==> src/rtl/rf_ctrl_pkg.sv <==
// Shared constants for the integer register-file write-back controller.
// No logic and no latency. Nothing here exerts backpressure.
// Holds the register count, the default requester count and the requester slot numbers.
package rf_ctrl_pkg;

    localparam int RF_WORDS     = 32;
    localparam int NREQ_DEFAULT = 3;

    // Fixed requester slots on the write-back arbiter
    localparam int REQ_ALU = 0;
    localparam int REQ_LSU = 1;
    localparam int REQ_MDU = 2;

endpackage

==> src/rtl/rr_arbiter.sv <==
// Round-robin arbiter: one-hot grant to the first request at or after rr_ptr, wrapping.
// Grant is combinational from req. rr_ptr moves past the winner on the clock edge where advance is high.
// With advance low the pointer holds, so an unaccepted grant keeps its priority.
// Ports: clk, rst (sync, active-high), req[N], advance, gnt[N] (one-hot or zero).
module rr_arbiter #(
    parameter int N = 3
) (
    input  logic         clk,
    input  logic         rst,
    input  logic [N-1:0] req,
    input  logic         advance,
    output logic [N-1:0] gnt
);

    localparam int PW = (N > 1) ? $clog2(N) : 1;

    logic [PW-1:0] rr_ptr;
    logic [PW-1:0] gidx;
    logic          found;

    // (a + b) mod N, valid for a < N and 0 <= b <= N
    function automatic logic [PW-1:0] wrap_add(input logic [PW-1:0] a, input int b);
        int s;
        s = int'(a) + b;
        if (s >= N) begin
            s = s - N;
        end
        return s[PW-1:0];
    endfunction

    always_comb begin
        gnt   = '0;
        gidx  = rr_ptr;
        found = 1'b0;
        for (int i = 0; i < N; i++) begin
            if (!found && req[wrap_add(rr_ptr, i)]) begin
                gnt[wrap_add(rr_ptr, i)] = 1'b1;
                gidx                     = wrap_add(rr_ptr, i);
                found                    = 1'b1;
            end
        end
    end

    always_ff @(posedge clk) begin
        if (rst) begin
            rr_ptr <= '0;
        end else if (advance && found) begin
            rr_ptr <= wrap_add(gidx, 1);
        end
    end

endmodule

==> src/rtl/rf_wb_ctrl.sv <==
// Register-file write-back controller: round-robin among execute-unit requesters, plus a busy scoreboard for issue hazards.
// Latency: the grant is combinational in cycle N. o_rf_* are registered and valid in N+1, and the busy bit clears on the edge that ends N+1.
// Backpressure: the write port never stalls, so one request is granted per cycle. o_issue_stall holds issue on RAW/WAW hazards.
// Ports: clk, rst; i_wb_valid/addr/data -> o_wb_ready; i_issue_valid/rd/rs1/rs2/has_rd -> o_issue_stall;
//        i_flush; o_rf_wen/o_rf_waddr/o_rf_wdata. Requester buses are packed flat, with requester g at slice g.
module rf_wb_ctrl
    import rf_ctrl_pkg::*;
#(
    parameter int DLEN = 32,
    parameter int ALEN = 5,
    parameter int NREQ = NREQ_DEFAULT
) (
    input  logic                 clk,
    input  logic                 rst,
    input  logic [NREQ-1:0]      i_wb_valid,
    input  logic [NREQ*ALEN-1:0] i_wb_addr,
    input  logic [NREQ*DLEN-1:0] i_wb_data,
    output logic [NREQ-1:0]      o_wb_ready,
    input  logic                 i_issue_valid,
    input  logic [ALEN-1:0]      i_issue_rd,
    input  logic [ALEN-1:0]      i_issue_rs1,
    input  logic [ALEN-1:0]      i_issue_rs2,
    input  logic                 i_issue_has_rd,
    output logic                 o_issue_stall,
    input  logic                 i_flush,
    output logic                 o_rf_wen,
    output logic [ALEN-1:0]      o_rf_waddr,
    output logic [DLEN-1:0]      o_rf_wdata
);

    logic [NREQ-1:0]     gnt;
    logic                any_gnt;
    logic [ALEN-1:0]     sel_addr;
    logic [DLEN-1:0]     sel_data;
    logic [RF_WORDS-1:0] busy;
    logic [RF_WORDS-1:0] busy_nxt;
    logic                issue_set;

    // The write port always accepts, so every grant is a transfer.
    assign any_gnt    = |gnt;
    assign o_wb_ready = gnt;

    rr_arbiter #(.N(NREQ)) u_arb (
        .clk     (clk),
        .rst     (rst),
        .req     (i_wb_valid),
        .advance (any_gnt),
        .gnt     (gnt)
    );

    // gnt is one-hot, so OR-ing the masked slices selects the winner
    always_comb begin
        sel_addr = '0;
        sel_data = '0;
        for (int i = 0; i < NREQ; i++) begin
            if (gnt[i]) begin
                sel_addr = sel_addr | i_wb_addr[i*ALEN +: ALEN];
                sel_data = sel_data | i_wb_data[i*DLEN +: DLEN];
            end
        end
    end

    // A grant to x0 is consumed, but the write strobe is never raised for it
    always_ff @(posedge clk) begin
        if (rst) begin
            o_rf_wen   <= 1'b0;
            o_rf_waddr <= '0;
            o_rf_wdata <= '0;
        end else if (any_gnt) begin
            o_rf_wen   <= (sel_addr != '0);
            o_rf_waddr <= sel_addr;
            o_rf_wdata <= sel_data;
        end else begin
            o_rf_wen   <= 1'b0;
        end
    end

    assign o_issue_stall = i_issue_valid &
                           (busy[i_issue_rs1] | busy[i_issue_rs2] |
                            (i_issue_has_rd & busy[i_issue_rd]));

    assign issue_set = i_issue_valid & ~o_issue_stall & i_issue_has_rd &
                       (i_issue_rd != '0);

    // The clear is applied before the set, so a new issue to the same register wins.
    // A flush wipes everything but leaves the in-flight write alone.
    always_comb begin
        busy_nxt = busy;
        if (o_rf_wen) begin
            busy_nxt[o_rf_waddr] = 1'b0;
        end
        if (issue_set) begin
            busy_nxt[i_issue_rd] = 1'b1;
        end
        busy_nxt[0] = 1'b0;
        if (i_flush) begin
            busy_nxt = '0;
        end
    end

    always_ff @(posedge clk) begin
        if (rst) begin
            busy <= '0;
        end else begin
            busy <= busy_nxt;
        end
    end

endmodule

==> config.mk <==
export PLATFORM = sky130hd
export DESIGN_NAME = rf_wb_ctrl
export DESIGN_NICKNAME = d
export VERILOG_FILES = /design/src/rtl/rf_ctrl_pkg.sv /design/src/rtl/rr_arbiter.sv /design/src/rtl/rf_wb_ctrl.sv
export SDC_FILE = /design/constraint.sdc
export NUM_CORES = 1
export LEC_CHECK = 0
export CAP_MARGIN = 20
export CORE_ASPECT_RATIO = 1.2
export CORE_MARGIN = 2
export CORE_UTILIZATION = 45
export DETAILED_ROUTE_END_ITERATION = 12
export PLACE_DENSITY = 0.81
export SLEW_MARGIN = 40
export SYNTH_ARGS = -nofsm -noshare
export SYNTH_HDL_FRONTEND = slang
export SYNTH_SLANG_ARGS = --single-unit
==> constraint.sdc <==
create_clock -name clk -period 3 [get_ports clk]
set_input_delay 0.45 -clock clk [delete_from_list [all_inputs] [get_ports clk]]
set_output_delay 0.45 -clock clk [all_outputs]
set_load 0.01 [all_outputs]
==> results.json <==
{
  "grt.overflow.total": 0,
  "final_cells": 782,
  "antenna_cells": 0,
  "drc_errors": 0,
  "vias": 5128,
  "async_reset_ff_frac": 0,
  "p_leak_nw": 2.628,
  "yosys-top-cells-count": "dfxtp_1, nand3_1, a21oi_1, clkbuf_1, a222oi_1",
  "grt_setup_unrepaired": "true",
  "slew_headroom": 0.6176,
  "power_mw": 5.747,
  "htreeDepth": 3,
  "numClockSinks": 71,
  "cts_tree": "built",
  "yosysMostFrequentCell": "dfxtp_1",
  "endpoint_kind": "output pin",
  "dpl.hpwl_um": 12540,
  "cp_max_fo": 7,
  "final-max-slew-violation-count": 0,
  "coreArea_sq_um": 10010,
  "die-height_um": 114.9,
  "post-cts-setup-buffer-count": 0,
  "fin_skew_ps": 6.914,
  "antenna_found_initial": 0,
  "wire_per_inst_um": 21.04,
  "gp_routability_congestion": 1.026,
  "worst-setup-path-type": "input pin to output pin",
  "rows": 40,
  "synth.largest_area_cell": "dfxtp_1",
  "tns_ps": 0,
  "yosysWarnings": 0,
  "grt.total_usage": 0.3015,
  "drtIter0Drc": 502,
  "start_kind": "input pin",
  "fp.dieW_um": 96.39,
  "syn_inst": 476,
  "wirelength_um": 16460,
  "drt_first_pass_iters": 6,
  "p_per_area_nw_per_um2": 819.6,
  "tightest_slew_ps": 572.3,
  "drive_above_1_share": 0.1829,
  "vias_per_cell": 6.558,
  "cts_hold_buf": 0,
  "syn_avg_cell_area_sq_um": 9.684,
  "hold_viol": 0,
  "start_util": 0.4605,
  "clk_path_buf_depth": 2,
  "final_nets": 791,
  "max_freq_mhz": 337.9,
  "clockRootBuffer": "clkbuf_16",
  "ant_nets": 0,
  "fin_crit_ps": 2960,
  "port_buffers": 175,
  "synth_area_sq_um": 4609,
  "grt_pass1_vias": 4983,
  "arrival_ps": 2510,
  "status": "complete, no violations",
  "netlist.area_leader.share": 0.3084,
  "hp-class": "flop to flop",
  "ys_top_cells_by_area": "dfxtp_1, o41ai_2, a222oi_1, mux2i_1, o211ai_1",
  "ys_seq_area_frac": 0.3084,
  "grt_pass1_wl_um": 25600,
  "synth-edff-count": 0,
  "die_area_sq_um": 11070,
  "reg2reg_setup_slack_ps": 280,
  "fin_crit_sh": 0.9866,
  "synth_cell_types": 54,
  "dp_cells": 767,
  "ys_seq_elements": 71,
  "drv_cap": 0,
  "grt_max_degree": 42,
  "setup_viol": 0,
  "top_level_ports": 176,
  "vdd_drop_max_v": 0.0007693,
  "area_growth_pct": 52.12,
  "insertion_delay_ps": 330,
  "synth_flop_cell": "dfxtp_1",
  "clk_pin_slew_ps": 50,
  "syn-num-nets": 615,
  "required_ps": 2550,
  "cts_made_buffers": 9
}
final cells by class:
type,count,area (sq um)
fill,766,2998
inverter,8,30.03
clock inverter,5,83.83
clock buffer,10,229.0
tap,126,157.7
timing repair buffer,218,2145
sequential,71,1424
multi-input combinational,344,2943
power breakdown:
group / total (mW) / switching, mW / internal, mW / leakage, nW
combinational: 3.19 / 1.67 / 1.52 / 1.90
clock: 1.11 / 0.389 / 0.724 / 0.145
sequential: 1.45 / 0.217 / 1.23 / 0.583
path summary, 6_finish.rpt:
path,start,endpoint,cells after the start
setup / recovery,i_issue_rs1[0],o_issue_stall,9
hold / removal,o_rf_wdata[7]$_SDFFE_PP0P_,o_rf_wdata[7]$_SDFFE_PP0P_,2
setup reg to reg,u_arb.rr_ptr[0]$_SDFFE_PP0P_,o_rf_wen$_SDFF_PP0_,10
hold reg to reg,o_rf_wdata[7]$_SDFFE_PP0P_,o_rf_wdata[7]$_SDFFE_PP0P_,2
worst max-delay path, cell delays in order:
cell and delay, ps:
clkdlybuf4s15_2 200, buf_12 130, mux4_2 500, mux4_2 480, nand2_1 120, o311ai_4 130, a211oi_2 160, nor2b_1 60
dlygate4sd2_1 280
layout by cell type (no fill, tap or decap), types with 3 or more instances in the layout:
| cell type | count |
|---|---|
| or3_1 | 5 |
| a222oi_1 | 37 |
| mux4_1 | 3 |
| clkbuf_16 | 9 |
| o211ai_1 | 31 |
| nor2_1 | 11 |
| mux2i_1 | 24 |
| nor2b_1 | 5 |
| dlygate4sd2_1 | 5 |
| mux4_2 | 13 |
| nand2b_1 | 7 |
| o221ai_1 | 4 |
| nand3b_1 | 10 |
| o21ai_0 | 11 |
| or2_2 | 4 |
| buf_12 | 6 |
| o41ai_2 | 25 |
| inv_1 | 7 |
| mux2_2 | 4 |
| dfxtp_1 | 69 |
| o22ai_1 | 3 |
| nand3_1 | 44 |
| a21oi_1 | 41 |
| ha_1 | 4 |
| clkdlybuf4s50_1 | 166 |
| nand2_1 | 22 |
| buf_4 | 35 |
cells by family after synthesis:
kind of cell | share of synthesized area
AO/OA/AOI/OAI | 0.3336
AND/OR/NAND/NOR | 0.1357
flip-flops | 0.3084
buffers and inverters | 0.06379
multiplexers | 0.1450
adder cells (fa/ha/maj) | 0.01357
per-layer routing:
metal / global-route usage / vias to the layer above / share of wire
met3: 0.07667 / 58 / 0.086
met2: 0.5319 / 321 / 0.53
met1: 0.3313 / 2451 / 0.35
met4: 0.1493 / 0 / 0.036
li1: - / 2298 / -
met5: 0 / - / 0
metrics by stage:
stage	util	hold slack, ps	instance area (sq um)	worst slack (ps)
2_1_floorplan	-	476.6	4609	178.3
3_3_place_gp	0.6669	454.2	6675	-539.7
3_5_place_dp	0.6669	457.5	6675	-590.3
4_1_cts	0.6994	466.8	7000	10.59
5_1_grt	0.7005	482.5	7012	-42.90
6_report	0.7005	464.0	7012	40.17
sequential cells by signal, summed over array words and instances (netlist names):
signal and cells:
o_rf_wdata 32, busy 31, o_rf_waddr 5, u_arb.rr_ptr 2, o_rf_wen 1
timing repair:
action | in CTS | in global routing
pin swaps | 3 | 1
gates cloned | 0 | 0
endpoints found under the setup margin | 5 | 2
endpoints found under the hold margin | 0 | 0
resized for setup | 22 | 8
Power figures use the tool's default switching activity.
